==> src/rtl/mc_bus_responder.sv <==
// Responder for the MCU asynchronous parallel bus: synchronizes and qualifies the
// active-low strobes, then issues one-cycle register write/read strobes.
module mc_bus_responder #(
  parameter int SYNC_STAGES = 2,
  parameter int MIN_LOW     = 2,
  parameter int USE_CE      = 0,
  parameter int ADD_WIDTH   = 6,
  parameter int DATA_WIDTH  = 16
) (
  input  logic                  clock,
  input  logic                  reset,
  input  logic                  mc_ce,
  input  logic                  mc_we,
  input  logic                  mc_oe,
  input  logic [ADD_WIDTH-1:0]  mc_add,
  input  logic [DATA_WIDTH-1:0] mc_data_in,
  output logic [DATA_WIDTH-1:0] mc_data_out,
  output logic                  mc_data_oe,
  output logic                  wr_strobe,
  output logic [ADD_WIDTH-1:0]  wr_addr,
  output logic [DATA_WIDTH-1:0] wr_data,
  output logic                  rd_strobe,
  output logic [ADD_WIDTH-1:0]  rd_addr,
  input  logic [DATA_WIDTH-1:0] rd_data,
  output logic                  proto_err,
  output logic                  busy
);

  typedef enum logic [2:0] {
    IDLE, WRITE, WR_HOLD, READ, RD_FETCH, RD_DRIVE, ERR
  } state_t;

  localparam logic [2:0] QUAL_CNT = 3'(MIN_LOW - 1);
  localparam logic [2:0] SAT_CNT  = 3'(MIN_LOW);

  state_t                  state_q, state_d;
  logic [SYNC_STAGES-1:0]  ceSync_q, weSync_q, oeSync_q;
  logic [SYNC_STAGES-1:0]  fill_q;
  logic                    weArm_q, oeArm_q;
  logic [2:0]              weCnt_q, weCnt_d, oeCnt_q, oeCnt_d;
  logic [ADD_WIDTH-1:0]    add_q, wrAddr_q, rdAddr_q;
  logic [DATA_WIDTH-1:0]   dataIn_q, wrData_q, dataOut_q;
  logic                    dataOe_q, protoErr_q;

  logic ceS, weS, oeS, syncValid, sel;
  logic weLow, oeLow, weQual, oeQual, setErr;

  assign ceS       = ceSync_q[SYNC_STAGES-1];
  assign weS       = weSync_q[SYNC_STAGES-1];
  assign oeS       = oeSync_q[SYNC_STAGES-1];
  assign syncValid = fill_q[SYNC_STAGES-1];
  assign sel       = (USE_CE != 0) ? ~ceS : 1'b1;

  // A strobe may only count once it has been seen high after reset, and the
  // preset chain contents do not count as a real high sample.
  assign weLow  = ~weS & sel & weArm_q;
  assign oeLow  = ~oeS & sel & oeArm_q;
  assign weQual = weLow && (weCnt_q >= QUAL_CNT);
  assign oeQual = oeLow && (oeCnt_q >= QUAL_CNT);

  always_comb begin
    weCnt_d = '0;
    oeCnt_d = '0;
    if (state_q == IDLE && weLow) weCnt_d = (weCnt_q == SAT_CNT) ? weCnt_q : weCnt_q + 3'd1;
    if (state_q == IDLE && oeLow) oeCnt_d = (oeCnt_q == SAT_CNT) ? oeCnt_q : oeCnt_q + 3'd1;
  end

  always_comb begin
    state_d = state_q;
    setErr  = 1'b0;
    unique case (state_q)
      IDLE: begin
        if (weQual || oeQual) begin
          if (~weS && ~oeS) begin
            state_d = ERR;
            setErr  = 1'b1;
          end else if (weQual) begin
            state_d = WRITE;
          end else begin
            state_d = READ;
          end
        end
      end
      WRITE:    state_d = WR_HOLD;
      WR_HOLD:  if (weS) state_d = IDLE;
      READ:     state_d = RD_FETCH;
      RD_FETCH: state_d = RD_DRIVE;
      RD_DRIVE: if (oeS) state_d = IDLE;
      ERR:      if (weS && oeS) state_d = IDLE;
      default:  state_d = IDLE;
    endcase
  end

  always_ff @(posedge clock) begin
    if (reset) begin
      ceSync_q   <= '1;
      weSync_q   <= '1;
      oeSync_q   <= '1;
      fill_q     <= '0;
      weArm_q    <= 1'b0;
      oeArm_q    <= 1'b0;
      weCnt_q    <= '0;
      oeCnt_q    <= '0;
      add_q      <= '0;
      dataIn_q   <= '0;
      state_q    <= IDLE;
      wrAddr_q   <= '0;
      wrData_q   <= '0;
      rdAddr_q   <= '0;
      dataOut_q  <= '0;
      dataOe_q   <= 1'b0;
      protoErr_q <= 1'b0;
    end else begin
      ceSync_q   <= {ceSync_q[SYNC_STAGES-2:0], mc_ce};
      weSync_q   <= {weSync_q[SYNC_STAGES-2:0], mc_we};
      oeSync_q   <= {oeSync_q[SYNC_STAGES-2:0], mc_oe};
      fill_q     <= {fill_q[SYNC_STAGES-2:0], 1'b1};
      weArm_q    <= weArm_q | (syncValid & weS);
      oeArm_q    <= oeArm_q | (syncValid & oeS);
      weCnt_q    <= weCnt_d;
      oeCnt_q    <= oeCnt_d;
      add_q      <= mc_add;
      dataIn_q   <= mc_data_in;
      state_q    <= state_d;
      protoErr_q <= protoErr_q | setErr;
      if (state_q == IDLE && state_d == WRITE) begin
        wrAddr_q <= add_q;
        wrData_q <= dataIn_q;
      end
      if (state_q == IDLE && state_d == READ) rdAddr_q <= add_q;
      // rd_data is valid in the cycle after rd_strobe, i.e. while in RD_FETCH.
      if (state_q == RD_FETCH) begin
        dataOut_q <= rd_data;
        dataOe_q  <= 1'b1;
      end
      if (state_q == RD_DRIVE && oeS) dataOe_q <= 1'b0;
    end
  end

  assign wr_strobe   = (state_q == WRITE);
  assign rd_strobe   = (state_q == READ);
  assign busy        = (state_q != IDLE);
  assign wr_addr     = wrAddr_q;
  assign wr_data     = wrData_q;
  assign rd_addr     = rdAddr_q;
  assign mc_data_out = dataOut_q;
  assign mc_data_oe  = dataOe_q;
  assign proto_err   = protoErr_q;

endmodule
==> config.mk <==
export PLATFORM = sky130hd
export DESIGN_NAME = mc_bus_responder
export DESIGN_NICKNAME = d
export VERILOG_FILES = /design/src/rtl/mc_bus_responder.sv
export SDC_FILE = /design/constraint.sdc
export NUM_CORES = 1
export LEC_CHECK = 0
export CORE_MARGIN = 2
export CORE_UTILIZATION = 42
export CTS_CLUSTER_SIZE = 8
export DETAILED_ROUTE_END_ITERATION = 8
export GPL_TIMING_DRIVEN = 0
export PLACE_DENSITY = 0.82
export SYNTH_ARGS = -nofsm -noshare
export SYNTH_HDL_FRONTEND = slang
export SYNTH_SLANG_ARGS = --single-unit
==> constraint.sdc <==
create_clock -name clock -period 1.5 [get_ports clock]
set_input_delay 0.3 -clock clock [delete_from_list [all_inputs] [get_ports clock]]
set_output_delay 0.3 -clock clock [all_outputs]
set_load 0.05 [all_outputs]
==> impl_results.md, run 1 <==
- Kind of start point of the critical path: flip-flop
- TritonCTS Buffers: 9
- Largest net degree at the start of global routing: 16
- Share of the core filled with cells: 0.659
- Post-Synth Adder-Cell Area: 0.0249
- Total core area: 0.00687 mm²
- Vias/cell: 4.82
- Slew @ Worst Pin: 0.664 ns
- Crit. End Element: flip-flop
- Period utilization: 1.11
- Sequential share of the synthesized area: 0.564
- Vias in the first global route: 2520
- Die Span Y: 88.8 µm
- Complex-gate fraction of the synthesized area: 0.0971
- ANT cells: 0
- Avg Inst Size Synth: 9.25 µm²
- Final setup viols: 31
- Cell Pwr Density: 914 mW/mm²
- Worst setup margin: -0.164 ns
- CP max FO: 5
- Failing checks: negative setup slack
- WL per Instance: 14.0 µm
- Die area: 0.00788 mm²
- CTS Hold Bufs: 0
- Async SR Flop Fraction: 0
- Nets: 485
- Xor/xnor share of the synthesized area: 0.00581
- Max Slew Vio Count: 0
- Total GRT Usage: 0.194
- Prevailing post-synth register cell: dfxtp_1
- LEAKAGE: 0.00165 µW
- Dpl cells: 511
- Max_slew headroom: 0.557
- Maximum clock rate: 601 MHz
- Crit path DAT: 1.95 ns
- Simple-gate share of the synthesized area: 0.230
- Most frequent cells in the layout: dfxtp_1 (78), nand2_1 (47), clkdlybuf4s50_1 (40), a21oi_1 (30), clkdlybuf4s15_2 (30)
- Mapped Cells: 326
- Minimum clock period after layout: 1.66 ns
- Fin cells: 536
- Initial DRT Pass Iterations: 4
- WL met3: 522 µm
- Post-synthesis mux area share: 0.0265
- Wire length on met2: 3.73 mm
- Yosys Warn Count: 0
- RSZ-0062 raised after global routing: yes
- Layout cell share with drive strength beyond 1: 0.357
- Final ANT Viol Nets: 0
- Flops & latches, synth: 85
- Starting Density: 0.439
- Commonest non-fill, non-tap cell in the layout: dfxtp_1
- Synth Cell Area: 0.00302 mm²
- Drc violations: 0
- Status: finished with violations
- Worst Path Required: 1.79 ns
- H-tree depth: 3
- Uppermost routed layer: met4
- Vias: 2586
- CTS Buffer Depth: 2
- Clk Latency, worst-skew pair: 0.35 ns
- Ports: 92
- Wirelength, routed: 7.52 mm
- EDFF count, synth: 0
- Area grow syn2layout: 50.1%
- Initial antenna violation count: 0
- Synth cell types: 33
- DRT iter0 DRCs: 98
- First-pass GRT wire length: 11.6 mm
- Peak supply drop: 0.540 mV
- Worst hold path type: primary input to flip-flop
- Largest family of logic cells by synthesized area: simple AND/OR/NAND/NOR gates
- CTS root buffer: clkbuf_8
- Worst clock skew: 0.0107 ns
- Grt total ovfl: 0
- Met1 WL: 3.17 mm
- DP HPWL: 4.83 mm
- Die Wd: 88.8 µm
- MaxCap Viol Count: 0
- TNS Setup: -3.97 ns
- Gpl congestion: 0.711
- Worst-path clk slew: 0.09 ns
- I/O Buffers: 89
- CTS tree: built
- Post-synth net total: 375
- Clock Sink Count: 85
- Row count: 30
- Critical Setup Path Class: flip-flop to flip-flop
- Endpoints failing hold: 0
cell type report:
cell class                 instances  area [µm²]
buffer                            16         104
sequential                        85        1720
inverter                           6        25.0
tap                               96         120
timing repair buffer             104        1010
multi-input combinational        214        1350
clock inverter                     6        71.3
clock buffer                       9         124
fill                             540        2340
state kept, by name, summed over array words and instances, names as in the netlist:
name and flops:
rd_addr 6, oeSync_q 2, weCnt_q 3, proto_err 1
add_q 6, fill_q 2, state_q 3, oeArm_q 1
weSync_q 2, wr_data 16, weArm_q 1, dataIn_q 16
mc_data_oe 1, wr_addr 6, oeCnt_q 3, mc_data_out 16
synthesized netlist by cell type (all sizes together) (2+ instances only):
cell type  instances  area, µm²
xnor2              2       17.5
nor2              20       75.1
mux2i              8       80.1
dfxtp             85       1700
a211oi             2       15.0
a21oi             43        215
nand3              2       10.0
nor2b             25        156
nand2             79        297
nand3b             2       15.0
inv                6       22.5
ha                 6       75.1
buf               11       96.4
and4               2       17.5
or2                4       25.0
nand2b             3       18.8
clkbuf            10       37.5
or4                3       33.8
per-stage QoR:
stage               instance area [µm²]  setup slack (ns)  total power (µW)  hold WS, ns
floorplan                          3030            -0.150              2430        0.389
global route                       4530            -0.230              4280        0.336
detailed placement                 4040            -0.299              2560        0.401
finish                             4530            -0.164              4140        0.304
CTS                                4570            -0.120              4150        0.294
global placement                   4040            -0.284              2560        0.400
logic make-up (layout without fill, tap and decap cells):
| kind of cell | count (synthesis) | in the layout |
|---|---|---|
| xor gates and xnor gates | 2 | 2 |
| DFF | 85 | 85 |
| and+or+nand+nor | 145 | 145 |
| muxes | 8 | 8 |
| buffers and inverters | 27 | 141 |
| adders and majority gates | 6 | 6 |
| AOI/OAI and AO/OA | 53 | 53 |
final timing paths:
check	depth (start not counted)	end	startpoint	slack, ns
max	8	wr_data[11]	weCnt_q[1]	-0.16
min	2	fill_q[0]	reset	0.30
max reg2reg	8	wr_data[11]	weCnt_q[1]	-0.16
min reg2reg	1	oeSync_q[1]	oeSync_q[0]	0.42
routing by layer:
layer  global-route usage  vias to the layer above
li1                     -                     1277
met1                0.219                     1225
met2                0.345                       77
met3               0.0513                        7
met4               0.0799                        0
met5                    0                        -
what timing repair did:
action | CTS | global route
gates cloned | 4 | 0
setup endpoints to repair | 84 | 61
pin swaps | 48 | 7
buffers inserted | 10 | 1
gates resized for setup | 209 | 35
where the power goes:
part | total [µW] | switching, µW | internal, µW
Clock | 1630 | 848 | 778
Sequential | 2310 | 24.6 | 2290
Combinational | 195 | 70.7 | 124
Total | 4140 | 944 | 3190
critical path, cell delays in order, from the launching register on:
cell     delay (ns)
dfxtp_2        0.36
inv_2          0.05
ha_4           0.14
or4_4          0.43
nand4_1        0.14
buf_6          0.16
buf_6          0.14
nand2_2        0.06
a21oi_2        0.12
Power figures use the tool's default switching activity.
==> inputs of run 2 (changes only) <==
--- a/config.mk
+++ b/config.mk
@@ -10,7 +10,7 @@
 export CTS_CLUSTER_SIZE = 8
 export DETAILED_ROUTE_END_ITERATION = 8
 export GPL_TIMING_DRIVEN = 0
-export PLACE_DENSITY = 0.82
+export PLACE_DENSITY = 0.76
 export SYNTH_ARGS = -nofsm -noshare
 export SYNTH_HDL_FRONTEND = slang
 export SYNTH_SLANG_ARGS = --single-unit
==> run 2 against run 1 <==
The flow still finishes with violations (negative setup slack). Fmax down 1.3%. Combinational power about the same. First-iteration DRC count decreased by 22%. Sequential power about the same. Critical path depth unchanged. Worst setup slack got worse by 0.022 ns. Critical path type unchanged. Highest routed layer unchanged.
==> impl_results.md, run 2 (synthesized netlist as in run 1, its figures left out) <==
- Largest net degree at the start of global routing: 16
- Pre-CTS setup slack: -0.290 ns
- Final ANT Viol Nets: 0
- DRT iter0 DRCs: 76
- CTS root buffer: clkbuf_8
- Crit path DAT: 1.96 ns
- Total GRT Usage: 0.176
- CP max FO: 5
- Grt total ovfl: 0
- TNS Setup: -4.06 ns
- Max incr delay on CP: 0.44 ns
- WL per Instance: 12.8 µm
- Logic pwr share: 0.048
- RSZ-0062 raised after global routing: yes
- Dpl cells: 511
- Worst Path Required: 1.77 ns
- TritonCTS Buffers: 9
- ANT cells: 0
- Worst clock skew: 0.00909 ns
- Cell Pwr Density: 910 mW/mm²
- Commonest non-fill, non-tap cell in the layout: dfxtp_1
- I/O Buffers: 89
- Slew @ Worst Pin: 0.617 ns
- Nets: 482
- LEAKAGE: 0.00159 µW
- H-tree depth: 3
- Max_slew headroom: 0.588
- Die Wd: 88.8 µm
- Total core area: 0.00687 mm²
- CP Cell Sequence: inv_2 -> ha_4 -> or4_4 -> nand4_1 -> buf_12 -> buf_8 -> nand2_2 -> a21oi_2
- Minimum clock period after layout: 1.69 ns
- Fin cells: 534
- Worst setup margin: -0.186 ns
- Ports: 92
- First-pass GRT wire length: 10.6 mm
- Die Span Y: 88.8 µm
- Slowest cell on crit path: or4_4
- Critical Setup Path Class: flip-flop to flip-flop
- Vias in the first global route: 2421
- Worst-path clk slew: 0.08 ns
- Psw: 896 µW
- Crit. End Element: flip-flop
- Gpl congestion: 0.763
- Area grow syn2layout: 46.4%
- Peak supply drop: 0.634 mV
- CTS Buffer Depth: 2
- Die area: 0.00788 mm²
- Layout cell share with drive strength beyond 1: 0.276
- Initial antenna violation count: 0
- Maximum clock rate: 593 MHz
- Failing checks: negative setup slack
- Most frequent cells in the layout: dfxtp_1 (78), nand2_1 (72), clkdlybuf4s50_1 (40), a21oi_1 (34), clkdlybuf4s15_2 (33)
- Kind of start point of the critical path: flip-flop
- Initial DRT Pass Iterations: 4
- Vias: 2467
- Clk Latency, worst-skew pair: 0.34 ns
- Sw Ratio: 0.223
- CTS tree: built
- Starting Density: 0.439
- Worst path buffer plus inverter count: 3
- Drc violations: 0
- Row count: 30
- Int Power: 3120 µW
- FF-to-FF setup slack: -0.19 ns
- Clock Sink Count: 85
- Vias/cell: 4.62
- DP HPWL: 4.75 mm
- Clock network fraction of design power: 0.377
- Status: finished with violations
- Wirelength, routed: 6.81 mm
- Worst hold path type: primary input to flip-flop
- Max Slew Vio Count: 0
- Period utilization: 1.12
- Crit-path leading delay family: simple AND/OR/NAND/NOR gates
- Final setup viols: 31
- Sequential Power Share: 0.575
- MaxCap Viol Count: 0
- Endpoints failing hold: 0
[run 2: worst paths after layout]
check                   start          end  cells past startpoint
hold reg to reg   weSync_q[0]  weSync_q[1]                      1
setup / recovery   weCnt_q[1]   wr_addr[4]                      8
setup reg to reg   weCnt_q[1]   wr_addr[4]                      8
hold / removal          reset    fill_q[0]                      2
[run 2: final cells by class]
type                            instances  area, µm²
Fill cell                             574       2450
Sequential cell                        85       1720
Multi-Input combinational cell        214       1260
Timing Repair Buffer                  100        990
Clock buffer                           11        151
Tap cell                               96        120
Buffer                                 17        113
Clock inverter                          5       41.3
Inverter                                6       22.5
[run 2: worst register-to-register path: stages (launching register included)]
cell and delay [ns]:
dfxtp_2 0.36, inv_2 0.05, ha_4 0.14, or4_4 0.44, nand4_1 0.17, buf_12 0.14, buf_8 0.13, nand2_2 0.07
a21oi_2 0.13
[run 2: power groups by stage]
stage / logic (µW) / clock network [µW] / registers [µW]
global placement: 189 / 0 / 2370
global route: 212 / 1640 / 2310
CTS: 195 / 1560 / 2310
detailed placement: 191 / 0 / 2370
floorplan: 68.1 / 0 / 2360
finish: 194 / 1510 / 2310
[run 2: repair_timing]
action / 4_1_cts / 5_1_grt
pin swaps: 10 / 5
gates resized for setup: 173 / 27
setup buffers: 8 / 2
hold buffers: 0 / 0
setup endpoints to repair: 81 / 55
cloned: 1 / 0
[run 2: per-stage QoR]
step / instance area (µm²) / utilization / hold WS, ns / total power (µW)
final: 4420 / 0.643 / 0.282 / 4020
after floorplan: 3030 / - / 0.389 / 2430
after global routing: 4420 / 0.643 / 0.328 / 4160
after CTS: 4430 / 0.645 / 0.267 / 4070
after global placement: 4040 / 0.588 / 0.393 / 2560
after detailed placement: 4040 / 0.588 / 0.394 / 2560
[run 2: metal layers]
layer / vias up / GRT usage / wire, µm
met2: 92 / 0.319 / 3350
met5: - / 0 / 0
met3: 6 / 0.0457 / 537
met1: 1106 / 0.192 / 2840
li1: 1263 / - / -
met4: 0 / 0.0771 / 85
==> inputs of run 3 (changes only) <==
--- a/config.mk
+++ b/config.mk
@@ -9,6 +9,7 @@
 export CORE_UTILIZATION = 42
 export CTS_CLUSTER_SIZE = 8
 export DETAILED_ROUTE_END_ITERATION = 8
+export GPL_ROUTABILITY_DRIVEN = 0
 export GPL_TIMING_DRIVEN = 0
 export PLACE_DENSITY = 0.76
 export SYNTH_ARGS = -nofsm -noshare
==> constraint.sdc (replaced) <==
create_clock -name clock -period 1.4 [get_ports clock]
set_input_delay 0.28 -clock clock [delete_from_list [all_inputs] [get_ports clock]]
set_output_delay 0.28 -clock clock [all_outputs]
set_load 0.05 [all_outputs]
==> run 3 against run 2 <==
Global-route usage rose by 1.0 points. Sequential cell count did not move. Power rose by 11%. Fmax fell by 0.79%. Final area rose by 2.3%. Hold slack improved by 0.045 ns. Register-to-register slack got worse by 0.11 ns. Core utilization rose by 1.5 points. Highest routed layer unchanged. Via count rose by 3.8%. Worst setup slack got worse by 0.11 ns. Critical path depth did not move. The run still ends with negative setup slack left.
==> impl_results.md, run 3 (synthesized netlist as in run 1, its figures left out) <==
- Status: finished with violations
- Failing checks: negative setup slack
- Total GRT Usage: 0.186
- Die Wd: 88.8 µm
- Global routing met3 resource utilization: 0.0532
- Period utilization: 1.21
- Clock Sink Count: 85
- ANT cells: 0
- Pre-CTS setup slack: -0.394 ns
- Max_slew headroom: 0.609
- Vias in the first global route: 2462
- Area grow syn2layout: 49.7%
- Nets: 483
- First-pass GRT wire length: 11.2 mm
- Crit. End Element: flip-flop
- TritonCTS Buffers: 9
- FF-to-FF setup slack: -0.30 ns
- Initial antenna violation count: 0
- Finished layout cell area: 0.00452 mm²
- CTS tree: built
- I/O Buffers: 89
- Worst-path clk slew: 0.09 ns
- DP HPWL: 4.72 mm
- Maximum clock rate: 589 MHz
- Max incr delay on CP: 0.43 ns
- Clk Latency, worst-skew pair: 0.35 ns
- Final ANT Viol Nets: 0
- Cell Area, Placed: 0.00404 mm²
- Crit path DAT: 1.98 ns
- RSZ-0062 raised after global routing: yes
- Layout cell share with drive strength beyond 1: 0.326
- Crit-path leading delay family: simple AND/OR/NAND/NOR gates
- Initial DRT Pass Iterations: 4
- Critical Setup Path Class: flip-flop to flip-flop
- Psw: 986 µW
- Dpl cells: 511
- CP Cell Sequence: inv_2 -> ha_4 -> or4_4 -> nand4_1 -> buf_12 -> buf_6 -> nand2_1 -> a21oi_2
- Sequential Power Share: 0.555
- MaxCap Viol Count: 0
- TNS Setup: -7.23 ns
- Sw Ratio: 0.221
- CP max FO: 5
- Met1 Use GR: 0.210
- CTS Buffer Depth: 2
- Gr busiest metal: met2
- Worst setup margin: -0.299 ns
- DRT iter0 DRCs: 109
- WL per Instance: 13.5 µm
- Slew @ Worst Pin: 0.586 ns
- Kind of start point of the critical path: flip-flop
- Max Slew Vio Count: 0
- Worst hold path type: primary input to flip-flop
- Clock network fraction of design power: 0.398
- Endpoints failing hold: 0
- Cell Pwr Density: 988 mW/mm²
- Peak supply drop: 0.504 mV
- Worst path buffer plus inverter count: 3
- Wirelength, routed: 7.20 mm
- Grt total ovfl: 0
- Die Span Y: 88.8 µm
- Vias: 2561
- Worst Path Required: 1.68 ns
- Total core area: 0.00687 mm²
- Most frequent cells in the layout: dfxtp_1 (78), nand2_1 (65), clkdlybuf4s50_1 (40), clkdlybuf4s15_2 (34), a21oi_1 (32)
- Final setup viols: 34
- Die area: 0.00788 mm²
- Fillers: 574
- Slowest cell on crit path: or4_4
- LEAKAGE: 0.00163 µW
- Int Power: 3470 µW
- Share of the core filled with cells: 0.657
- R2R cell count: 8
- Vias/cell: 4.79
- GR met2 Demand/Resource: 0.326
- Drc violations: 0
- Minimum clock period after layout: 1.70 ns
- Commonest non-fill, non-tap cell in the layout: dfxtp_1
- WHS Path Cells: 2
- Worst clock skew: 0.00946 ns
- Crit path depth: 8
- CTS root buffer: clkbuf_8
- Largest net degree at the start of global routing: 18
- Row count: 30
- CTS Hold Bufs: 0
- Fin cells: 535
- Ports: 92
- H-tree depth: 3
- Starting Density: 0.439
- Logic pwr share: 0.047
run 3: changes by cell type in the layout (fill, tap and decap cells not counted), moves of 2 or more:
cell	before	now
a21oi_2	9	11
buf_6	5	7
clkdlybuf4s15_1	4	0
buf_2	1	11
nand2_2	6	9
buf_1	2	0
nand2_1	72	65
a21oi_1	34	32
nand2_4	1	5
clkbuf_2	11	3
clkdlybuf4s18_2	0	2
run 3: what timing repair did:
action	CTS	global route
endpoints found under the setup margin	91	53
gates cloned	2	0
setup buffers	9	4
pin swaps	14	12
resized for setup	206	41
run 3: power by group through the flow:
stage / Sequential, µW / Combinational [µW] / Clock, µW
final: 2480 / 209 / 1780
after global routing: 2480 / 227 / 1900
after CTS: 2480 / 208 / 1790
after detailed placement: 2540 / 205 / 0
after global placement: 2540 / 201 / 0
after floorplan: 2530 / 73.3 / 0
run 3: stage by stage:
stage	hold WS [ns]	total power [µW]
3_5_place_dp	0.400	2740
6_report	0.327	4460
3_3_place_gp	0.397	2740
5_1_grt	0.366	4610
2_1_floorplan	0.384	2610
4_1_cts	0.302	4480
run 3: layout make-up:
cell class                 instances  area [µm²]  share of cell area
clock inverter                     6        68.8              0.0152
inverter                           6        25.0             0.00554
multi-input combinational        214        1330               0.295
sequential                        85        1720               0.381
timing repair buffer             104        1020               0.225
tap                               96         120              0.0266
buffer                            14        93.8              0.0208
clock buffer                      10         138              0.0305
run 3: worst paths after layout:
path | start | to
max | weCnt_q[1] | wr_data[6]
min | reset | state_q[0]
max reg2reg | weCnt_q[1] | wr_data[6]
min reg2reg | weSync_q[0] | weSync_q[1]
run 3: routing by layer:
layer,part of all wire,vias up
met3,0.067,8
li1,-,1271
met4,0.013,0
met5,0,-
met2,0.49,79
met1,0.43,1203
